File: src/rtl/btn_event_ctrl.sv
// btn_event_ctrl
//   Synchronizes and debounces N raw push-buttons, turns each debounced press
//   into a queued one-shot event, and hands pending events one at a time,
//   round-robin, to a single consumer over a valid/ack handshake.
//
// Ports
//   clk          system clock, rising edge
//   reset        synchronous active-high reset, clears all state
//   btn_in[N]    raw asynchronous button levels (1 = pressed)
//   evt_valid    an event is being offered
//   evt_id[IW]   button index of the offered event
//   evt_ack      consumer accepts the offered event (only seen while offering)
//   pending[N]   per-button queued-event flags
//   overrun[N]   sticky: press arrived while that button's event was pending
//   clr_overrun  clears all overrun bits on the next edge
module btn_event_ctrl #(
  parameter int unsigned N        = 4,
  parameter int unsigned IW       = 2,
  parameter int unsigned DB_TICKS = 500000,
  parameter int unsigned CW       = 20
) (
  input  logic          clk,
  input  logic          reset,
  input  logic [N-1:0]  btn_in,
  output logic          evt_valid,
  output logic [IW-1:0] evt_id,
  input  logic          evt_ack,
  output logic [N-1:0]  pending,
  output logic [N-1:0]  overrun,
  input  logic          clr_overrun
);

  localparam logic [0:0] IDLE  = 1'b0;
  localparam logic [0:0] OFFER = 1'b1;

  logic [N-1:0]  s1_q, s1_d;
  logic [N-1:0]  s2_q, s2_d;
  logic [N-1:0]  stable_q, stable_d;
  logic [N-1:0]  stable_dly_q, stable_dly_d;
  logic [CW-1:0] cnt_q [N];
  logic [CW-1:0] cnt_d [N];
  logic [N-1:0]  pending_q, pending_d;
  logic [N-1:0]  overrun_q, overrun_d;
  logic [0:0]    state_q, state_d;
  logic [IW-1:0] evt_id_q, evt_id_d;
  logic [IW-1:0] last_grant_q, last_grant_d;

  logic [N-1:0]  press;
  logic [N-1:0]  ack_vec;
  logic [N-1:0]  new_ovr;
  logic          found;
  int unsigned   idx;

  always_comb begin
    s1_d         = btn_in;
    s2_d         = s1_q;
    stable_d     = stable_q;
    stable_dly_d = stable_q;
    for (int unsigned i = 0; i < N; i++) begin
      cnt_d[i] = '0;
      if (s2_q[i] != stable_q[i]) begin
        if (cnt_q[i] == CW'(DB_TICKS - 1)) begin
          stable_d[i] = s2_q[i];
        end else begin
          cnt_d[i] = cnt_q[i] + 1'b1;
        end
      end
    end

    press   = stable_q & ~stable_dly_q;
    ack_vec = '0;
    for (int unsigned i = 0; i < N; i++) begin
      if (state_q == OFFER && evt_ack && evt_id_q == IW'(i)) ack_vec[i] = 1'b1;
    end

    // An ack and a press on the same button in one cycle leave it pending
    // and never count as an overrun.
    pending_d = (pending_q & ~ack_vec) | press;
    new_ovr   = pending_q & press & ~ack_vec;
    overrun_d = clr_overrun ? new_ovr : (overrun_q | new_ovr);

    state_d      = state_q;
    evt_id_d     = evt_id_q;
    last_grant_d = last_grant_q;
    found        = 1'b0;
    idx          = 0;
    if (state_q == OFFER) begin
      if (evt_ack) begin
        state_d      = IDLE;
        last_grant_d = evt_id_q;
      end
    end else begin
      // Round-robin: scan upward from the button after the last grant.
      for (int unsigned k = 1; k <= N; k++) begin
        idx = (int'(last_grant_q) + k) % N;
        if (!found && pending_q[idx]) begin
          found    = 1'b1;
          evt_id_d = IW'(idx);
        end
      end
      if (found) state_d = OFFER;
    end
  end

  always_ff @(posedge clk) begin
    if (reset) begin
      s1_q         <= '0;
      s2_q         <= '0;
      stable_q     <= '0;
      stable_dly_q <= '0;
      for (int unsigned i = 0; i < N; i++) cnt_q[i] <= '0;
      pending_q    <= '0;
      overrun_q    <= '0;
      state_q      <= IDLE;
      evt_id_q     <= '0;
      last_grant_q <= IW'(N - 1);
    end else begin
      s1_q         <= s1_d;
      s2_q         <= s2_d;
      stable_q     <= stable_d;
      stable_dly_q <= stable_dly_d;
      for (int unsigned i = 0; i < N; i++) cnt_q[i] <= cnt_d[i];
      pending_q    <= pending_d;
      overrun_q    <= overrun_d;
      state_q      <= state_d;
      evt_id_q     <= evt_id_d;
      last_grant_q <= last_grant_d;
    end
  end

  assign evt_valid = (state_q == OFFER);
  assign evt_id    = evt_id_q;
  assign pending   = pending_q;
  assign overrun   = overrun_q;

endmodule

File: config.mk
export PLATFORM = sky130hd
export DESIGN_NAME = btn_event_ctrl
export DESIGN_NICKNAME = d
export VERILOG_FILES = /design/src/rtl/btn_event_ctrl.sv
export SDC_FILE = /design/constraint.sdc
export NUM_CORES = 1
export LEC_CHECK = 0
export ABC_CLOCK_PERIOD_IN_PS = 2500
export CAP_MARGIN = 20
export CORE_MARGIN = 4
export CORE_UTILIZATION = 25
export CTS_CLUSTER_DIAMETER = 40
export DETAILED_ROUTE_END_ITERATION = 16
export GPL_TIMING_DRIVEN = 1
export SLEW_MARGIN = 15
export SYNTH_ARGS = -nofsm -noshare
export SYNTH_HDL_FRONTEND = slang
export SYNTH_SLANG_ARGS = --single-unit
File: constraint.sdc
create_clock -name clk -period 2.5 [get_ports clk]
set_input_delay 0.5 -clock clk [delete_from_list [all_inputs] [get_ports clk]]
set_output_delay 0.5 -clock clk [all_outputs]
set_load 0.02 [all_outputs]
* After elaboration in Yosys (flattened, before gate mapping)
Memory sizes are Yosys's and may differ from the RTL's.
Cells that the tools add are included.
** Word-level totals
- Memories kept :: 1
- RAM bits :: 80
- Register bits after elaboration :: 29
- Output and inout port bits :: 11
** Memory list
- cnt_q :: words 4, width 20, rd ports 4, clocked after Yosys merged registers in 0, wr ports 4, RTL line 40 : logic [CW-1:0] cnt_q [N];
** Operators by class
- Reduce and logical (&&, ||, !) cells :: 19
- Order comparisons :: 4
- Equal/unequal tests :: 11
- $add $sub $neg :: 8
- Muxes and demuxes :: 43
- Bitwise gates (word level) :: 13
** Operators by type and width (number)
- 20-bit two-way mux :: 12
- 20-bit by 1-bit adder with 20-bit output (second input constant) :: 4
- 20-bit by 19-bit == test with 1-bit output (second input constant) :: 4
- 1-bit two-way mux :: 22
- 4-bit bitwise AND :: 4
- 2-bit by 3-bit < comparator with 1-bit output (second input constant) :: 4
- 2-bit AND reduction :: 6
- 1-bit binary-select mux with 2-bit select :: 4
- 1-bit logical AND :: 8
- 2-bit two-way mux :: 4
- 4-bit NOT :: 2
- 4-bit bitwise OR :: 2
- 2-bit by 1-bit adder with 2-bit output (second input constant) :: 2
- 2-bit adder (second input constant) :: 2
- 2-bit == test (second input constant) :: 2
- 4-bit two-way mux :: 1
- 1-bit inequality test :: 4
- 1-bit bitwise OR :: 4
- 4-bit nonzero test :: 1
- 1-bit logical NOT :: 3
- 2-bit by 1-bit == test with 1-bit output (second input constant) :: 1
- 2-bit logical NOT :: 1
- 1-bit NOT :: 1

* Depth between registers and ports, before layout
Gate-level depths: netlist (run 1).
- Word-level depth :: 19
- Mapped depth :: 7

* Worst setup path before layout (run 1)
OpenSTA, ideal clock, no wires.
- Path type :: reg2reg
- Start :: memory cnt_q[0][0]
- End :: memory cnt_q[0][10]
- Period minus slack after synthesis :: 1.752 ns
- Slack :: 0.748 ns
- Library setup time :: 0.128 ns
- Arrival time :: 1.624 ns
- Path buffers :: 1
- Stages on the path, launching flop included :: 7
- Cell sequence :: dfxtp_1 > ha_1 > and4_1 > nand2_1 > o21ai_1 > clkbuf_1 > nor2_1
** RTL lines (RTL line)
- start: declaration :: 40

* Worst setup path after layout (run 1)
- Start :: register pending_q[0], in the netlist pending[0]
- End :: output port pending[0]
** RTL lines
- start: declaration :: RTL line 42 : logic [N-1:0] pending_q, pending_d;
- start signal: assignment :: RTL line 123 : pending_q <= pending_d;
- end: declaration :: RTL line 28 : output logic [N-1:0] pending,
No word-level cell between the ends.

==> run summary, run 1 <==
Sequential share of the synthesized area: 45.6%
Number of hold buffers added after CTS: 0
Top flip-flop cell by instance count after synthesis: dfxtp_1
Final period demand of the worst path: 2.07 ns
Count of buffering cells on the critical path with inverters included: 1
I/O Buffers: 18
Number of buffers inserted during clock tree synthesis: 9
Mean post-synth cell area: 8.83 sq um
Slowest cell on the critical path: clkdlybuf4s50_1
Number of nets in the layout: 570
CP arrival: 1.57 ns
Detail Route Antenna Nets: 0
Post-route total power: 0.00335 W
Routability congestion estimate: 0.773
Number of storage elements in the synthesis netlist: 109
Worst setup path class: flip-flop to output port
Slack of the critical path: 0.426 ns
Achievable frequency: 482 MHz
Horizontal die dimension: 146 um
Maximum root-to-sink buffer count: 2
Placed wire-length estimate: 6520 um
Total Wirelength: 9300 um
Average via count per standard cell: 4.68
CTS tree: built
Drt first pass iters: 4
Post-route setup TNS: 0 ns
Post-CTS setup buffer count: 0
Detailed-route DRC error count: 0
Final Setup Violations: 0
Combined global-route utilization of all metal layers: 8.81%
Final period util: 83.0%
Warnings from Yosys: 0
Cells after Synth: 542
Crit-path leading delay family: buffers and inverters
P_leak: 1.62 nW
Fill count: 1,960
Fraction of post-synthesis cell area in the top cell type by area: 45.6%
Max Cap Violations: 0
Number of global-route vias before repair: 3,366
CP Cell Sequence: clkdlybuf4s50_1
Clock latency reported for the late side of the worst-skew pair: 0.35 ns
Actual slew at the worst max-slew pin: 0.783 ns
Count of final hold-check violations: 0
Cell type with the highest aggregate area in the netlist: dfxtp_1
Class of the worst hold path: flip-flop to flip-flop
Number of enable-type register cells in the synthesized netlist: 0
Sum of overflow across all layers after global routing: 0
Final clock skew: 0.00764 ns
P&R area growth vs syn: 16.2%
Max incr delay on CP: 0.68 ns
Worst-case hold slack: 0.447 ns
Synth cell types: 48
Placement Rows: 50
Post-placement setup slack: 0.324 ns
Kind of start point of the critical path: flip-flop
Final count of pins violating max slew: 0
Initial antenna violation count: 0
Area of the mapped netlist: 4780 sq um
Clock transition at the registers of the reported paths: 0.07 ns
Floorplan die area: 21,400 sq um
Core area: 18,800 sq um
Unrepaired setup endpoints after global routing: false
Peak supply drop: 0.406 mV
Starting Density: 25.5%
Clock sink count: 109
Syn Nets: 554
Data required time of the worst path: 2.00 ns
H-tree levels: 3
Fraction of layout cells with a size suffix above 1: 5.68%
Number of gates resized after cts: 0
Largest fanout on the critical path: 10
Overall via count from detail_route: 3,730
Result of the run: completed
Relative slew slack: 47.8%
Wire length of the first global-routing pass: 16,100 um
Cell Pwr Density: 602 nW/um^2
Drt first-iter violations: 165
Largest cells by area after synthesis: dfxtp_1, xnor2_1, nor2_1
Total I/O pin count: 19
Endpoint type of the worst setup path: output port
Diodes inserted: 0
Core utilization of the finished layout: 29.6%
Height of the chip: 146 um
Average wire length per cell after detail routing: 11.7 um
Clock root buffer master: clkbuf_16
Async set-or-reset flop fraction in the synthesized netlist: 0%
Largest net degree at the start of global routing: 20
## cells in the mapped netlist, types with 2 or more instances
library cell    n
nand3b_1        2
nand3_1        30
dfxtp_1       109
xor2_1         26
nor4bb_1        2
and4_1          7
o41ai_1         2
o22ai_1         6
o221ai_1        3
nor2b_1        22
o31ai_1        14
xnor2_1        33
or3_1           4
a211oi_1        3
or2_1           3
and3_1          5
clkbuf_1       15
nor4b_1         3
ha_1            4
nor4_1         16
nor3_1         19
nor4_2          2
inv_1          20
buf_2           5
nand2_1        23
or4_1          11
or2_2           2
mux2_2          2
o21ai_0         6
nand4_1        24
nor2_1         76
a21oi_1        21
nand2b_1        7
## cell families (layout without fill, tap and decap cells)
family / count (synthesis) / count (layout) / synth area share [%]
compound gates: 64 / 64 / 9.00
flops: 109 / 109 / 45.6
buf+inv: 40 / 61 / 3.27
xor+xnor: 59 / 59 / 10.8
simple gates: 262 / 262 / 29.3
fa+ha+maj: 4 / 4 / 1.05
mux: 4 / 4 / 0.915
## report_power, final
part	internal, W	total (W)	switching, W
sequential	0.00174	0.00175	0.00000441
clock	0.000891	0.00155	0.000659
combinational	0.0000220	0.0000492	0.0000272
total	0.00266	0.00335	0.000690
## worst paths after layout
path | slack (ns) | cells after the start | to | from
hold reg to reg | 0.45 | 1 | s2_q[3] | s1_q[3]
hold / removal | 0.45 | 1 | s2_q[3] | s1_q[3]
setup / recovery | 0.43 | 1 | pending[0] | pending[0]
setup reg to reg | 0.43 | 5 | cnt_q[3][10] | cnt_q[3][0]
## cells in the final DEF (no fill, tap or decap), types with 3 or more instances in the layout
cell	instances
o21ai_0	6
nor2_1	76
o31ai_1	13
nor4_1	16
nand2b_1	7
dfxtp_1	109
or2_1	3
buf_4	7
or3_1	4
clkdlybuf4s50_1	18
nor2b_1	22
inv_1	20
inv_6	3
or4_1	11
a21oi_1	21
and4_1	7
o22ai_1	6
nor4b_1	3
clkbuf_16	9
o221ai_1	3
nand2_1	23
nor3_1	19
xnor2_1	33
and3_1	5
ha_1	4
nand3_1	30
xor2_1	26
nand4_1	24
a211oi_1	3
## per-stage QoR
step,std cells,cell area [sq um]
global placement,780,5230
floorplan,542,4780
CTS,796,5550
global route,797,5560
finish,797,5560
detailed placement,780,5230
## final cells by class
type,count,area [sq um],area share (%)
Clock buffer,9,225,4.05
Clock inverter,7,103,1.85
Inverter,20,75.1,1.35
Multi-Input combinational cell,393,2450,44.1
Sequential cell,109,2180,39.2
Tap cell,234,293,5.27
Timing Repair Buffer,25,233,4.19
## sequential cells by signal (all words and copies together), names as in the netlist
signal        cells
overrun           4
last_grant_q      2
cnt_q            80
stable_dly_q      4
pending           4
evt_id            2
s2_q              4
s1_q              4
stable_dly_d      4
evt_valid         1
## per-layer routing
layer	vias up	GRT usage, %	share of wire [%]
li1	1956	-	-
met1	1721	12.7	53
met2	43	12.9	42
met3	10	2.05	3.4
met4	0	3.06	1.2
met5	-	0	0
(Power assumes the default switching activity.)
==> inputs of run 2 (changes only) <==
--- a/config.mk
+++ b/config.mk
@@ -5,7 +5,7 @@
 export SDC_FILE = /design/constraint.sdc
 export NUM_CORES = 1
 export LEC_CHECK = 0
-export ABC_CLOCK_PERIOD_IN_PS = 2500
+export ABC_CLOCK_PERIOD_IN_PS = 1900
 export CAP_MARGIN = 20
 export CORE_MARGIN = 4
 export CORE_UTILIZATION = 25
==> constraint.sdc (replaced) <==
create_clock -name clk -period 1.9 [get_ports clk]
set_input_delay 0.38 -clock clk [delete_from_list [all_inputs] [get_ports clk]]
set_output_delay 0.38 -clock clk [all_outputs]
set_load 0.02 [all_outputs]
==> run 2 against run 1 <==
Compared with the run above: setup slack got worse by 0.33 ns; non-clock buffer count grew 21; cell area is 3.0% higher; clock power is 21% higher; global-route usage rose by 0.22 points; critical path type unchanged; critical endpoint is now evt_id[1]; sequential share of layout area shrank 1.1 points; critical path depth is the same; clock-buffer cell count increased by 2; worst hold slack got worse by 0.0021 ns; first-iteration DRC count is 49% higher; highest routed layer unchanged; die area stayed put; sequential power rose by 31%.
==> run summary, run 2 (synthesis gave the netlist of run 1 again) <==
Number of buffers inserted during clock tree synthesis: 9 (unchanged)
Wire length of the first global-routing pass: 16,500 um (was 16,100 um)
Max reg flops: 80 (unchanged)
Total Wirelength: 9500 um (was 9300 um)
Clk pwr share: 44.2% (was 46.3%)
Relative slew slack: 68.9% (was 47.8%)
I/O Buffers: 18 (unchanged)
Number of nets in the layout: 591 (was 570)
Height of the chip: 146 um (unchanged)
Cell Pwr Density: 742 nW/um^2 (was 602 nW/um^2)
Design internal power: 0.00337 W (was 0.00266 W)
Data required time of the worst path: 1.52 ns (was 2.00 ns)
R2R cell count: 5 (unchanged)
Slack of the critical path: 0.0961 ns (was 0.426 ns)
Class of the worst hold path: flip-flop to flip-flop (unchanged)
Final period util: 94.9%
Crit-path leading delay family: buffers and inverters (unchanged)
Most common library cell in the layout ignoring fill and taps: dfxtp_1 (unchanged)
Largest fanout on the critical path: 5 (was 10)
Clock sink count: 109 (unchanged)
Total I/O pin count: 19 (unchanged)
Max incr delay on CP: 0.64 ns (was 0.68 ns)
Commonest non-fill, non-tap cells in the layout: dfxtp_1, nor2_1, xnor2_1, nand3_1 (was dfxtp_1, nor2_1, xnor2_1, nand3_1, xor2_1)
Detailed-route DRC error count: 0 (unchanged)
Horizontal die dimension: 146 um (unchanged)
Worst setup path class: flip-flop to output port (unchanged)
Clock latency reported for the late side of the worst-skew pair: 0.34 ns (was 0.35 ns)
Actual slew at the worst max-slew pin: 0.459 ns (was 0.783 ns)
Largest net degree at the start of global routing: 19 (was 20)
Worst reg2reg endpoint: cnt_q[3][18] (was cnt_q[3][10])
Post-route total power: 0.00425 W (was 0.00335 W)
Fill count: 2,006 (was 1,960)
Result of the run: completed (unchanged)
Average wire length per cell after detail routing: 11.6 um (was 11.7 um)
Slowest cell on the critical path: clkdlybuf4s50_1 (unchanged)
Final Setup Violations: 0 (unchanged)
Placement Rows: 50 (unchanged)
Clock root buffer master: clkbuf_16 (unchanged)
Routability congestion estimate: 0.757 (was 0.773)
Standard cell area after detailed placement: 5410 sq um (was 5230 sq um)
Combined global-route utilization of all metal layers: 9.04% (was 8.81%)
Top register by number of flip-flops: cnt_q (unchanged)
Switching part of the total: 20.7% (was 20.6%)
Sum of overflow across all layers after global routing: 0 (unchanged)
Post-route setup TNS: 0 ns (unchanged)
CP arrival: 1.42 ns (was 1.57 ns)
H-tree levels: 3 (unchanged)
CTS tree: built (unchanged)
Number of global-route vias before repair: 3,493 (was 3,366)
Final std cell area, no fill: 5730 sq um (was 5560 sq um)
Fraction of layout cells with a size suffix above 1: 8.90% (was 5.68%)
Critical path destination: evt_id[1] (was pending[0])
Proportion of power drawn by flip-flops and latches: 54.1% (was 52.2%)
Endpoint type of the worst setup path: output port (unchanged)
Maximum root-to-sink buffer count: 2 (unchanged)
Number of gates on the worst path with buffers counted: 1 (unchanged)
Crit path launch: evt_id[1] (was pending[0])
Drt first pass iters: 4 (unchanged)
Initial antenna violation count: 0 (unchanged)
Final clock skew: 0.00509 ns (was 0.00764 ns)
Core area: 18,800 sq um (unchanged)
Overall via count from detail_route: 3,812 (was 3,730)
Final period demand of the worst path: 1.80 ns
Kind of start point of the critical path: flip-flop (unchanged)
Combinational fraction of design power: 1.7% (was 1.5%)
Final count of pins violating max slew: 0 (unchanged)
Count of final hold-check violations: 0 (unchanged)
Drt first-iter violations: 246 (was 165)
Diodes inserted: 0 (unchanged)
P&R area growth vs syn: 19.7% (was 16.2%)
Peak supply drop: 0.367 mV (was 0.406 mV)
P_leak: 1.74 nW (was 1.62 nW)
Achievable frequency: 554 MHz
Origin of the critical flop-to-flop path: cnt_q[3][0] (unchanged)
CP Cell Sequence: clkdlybuf4s50_1 (unchanged)
Reported net switching power: 0.000881 W (was 0.000690 W)
Post-placement setup slack: 0.0746 ns (was 0.324 ns)
Count of buffering cells on the critical path with inverters included: 1 (unchanged)
Slack of the worst reg-to-reg path: 0.14 ns (was 0.43 ns)
Clock transition at the registers of the reported paths: 0.07 ns (about the same)
Number of cells on the worst hold path: 1 (unchanged)
Placed wire-length estimate: 6870 um (was 6520 um)
Reg area: 2180 sq um (unchanged)
Max Cap Violations: 0 (unchanged)
Starting Density: 25.5% (unchanged)
Total area of multi-input combinational cells: 2460 sq um (was 2450 sq um)
Floorplan die area: 21,400 sq um (unchanged)
Detail Route Antenna Nets: 0 (unchanged)
Average via count per standard cell: 4.66 (was 4.68)
[run 2: metal layers]
metal,part of all wire (%),GRT usage (%)
met5,0,0
met4,0.79,2.45
met3,2.9,2.48
met2,45,14.3
met1,51,12.2
[run 2: repair_timing]
action	CTS	global route
endpoints found under the setup margin	0	2
hold buffers	0	0
buffers inserted	0	1
resized for setup	0	2
endpoints found under the hold margin	0	0
[run 2: power by group through the flow]
stage	logic [W]	registers, W	clock network [W]
final	0.0000728	0.00230	0.00188
after global routing	0.0000799	0.00230	0.00204
after CTS	0.0000739	0.00230	0.00195
after detailed placement	0.0000736	0.00235	0
after global placement	0.0000735	0.00235	0
after floorplan	0.0000335	0.00235	0
[run 2: how the worst min path moves through the flow]
| stage | end | startpoint |
|---|---|---|
| final | s2_q[0] | s1_q[0] |
| after global routing | s2_q[2] | s1_q[2] |
| after CTS | s2_q[0] | s1_q[0] |
| after detailed placement | s2_q[0] | s1_q[0] |
| after global placement | s2_q[0] | s1_q[0] |
| after floorplan | s2_q[0] | s1_q[0] |
[run 2: area by class of cell]
| cell class | instances | share of cell area (%) |
|---|---|---|
| inverters | 20 | 1.31 |
| well taps | 234 | 5.11 |
| multi-input cells | 393 | 43.0 |
| flip-flops and latches | 109 | 38.1 |
| clock inverters | 5 | 1.20 |
| clock buffers | 11 | 4.06 |
| repair buffers | 46 | 7.25 |
[run 2: worst reg2reg max path, stage by stage (launching register included)]
cell and delay, ns:
dfxtp_1 0.39, ha_1 0.22, nand4_1 0.20, nand2b_2 0.29, or4_1 0.47, a21oi_1 0.14
[run 2: stage by stage]
stage	util, %	hold slack [ns]	cells
after floorplan	-	0.414	542
after detailed placement	28.8	0.427	801
after global placement	28.8	0.421	801
after global routing	30.5	0.469	818
final	30.5	0.445	818
after CTS	30.4	0.446	817
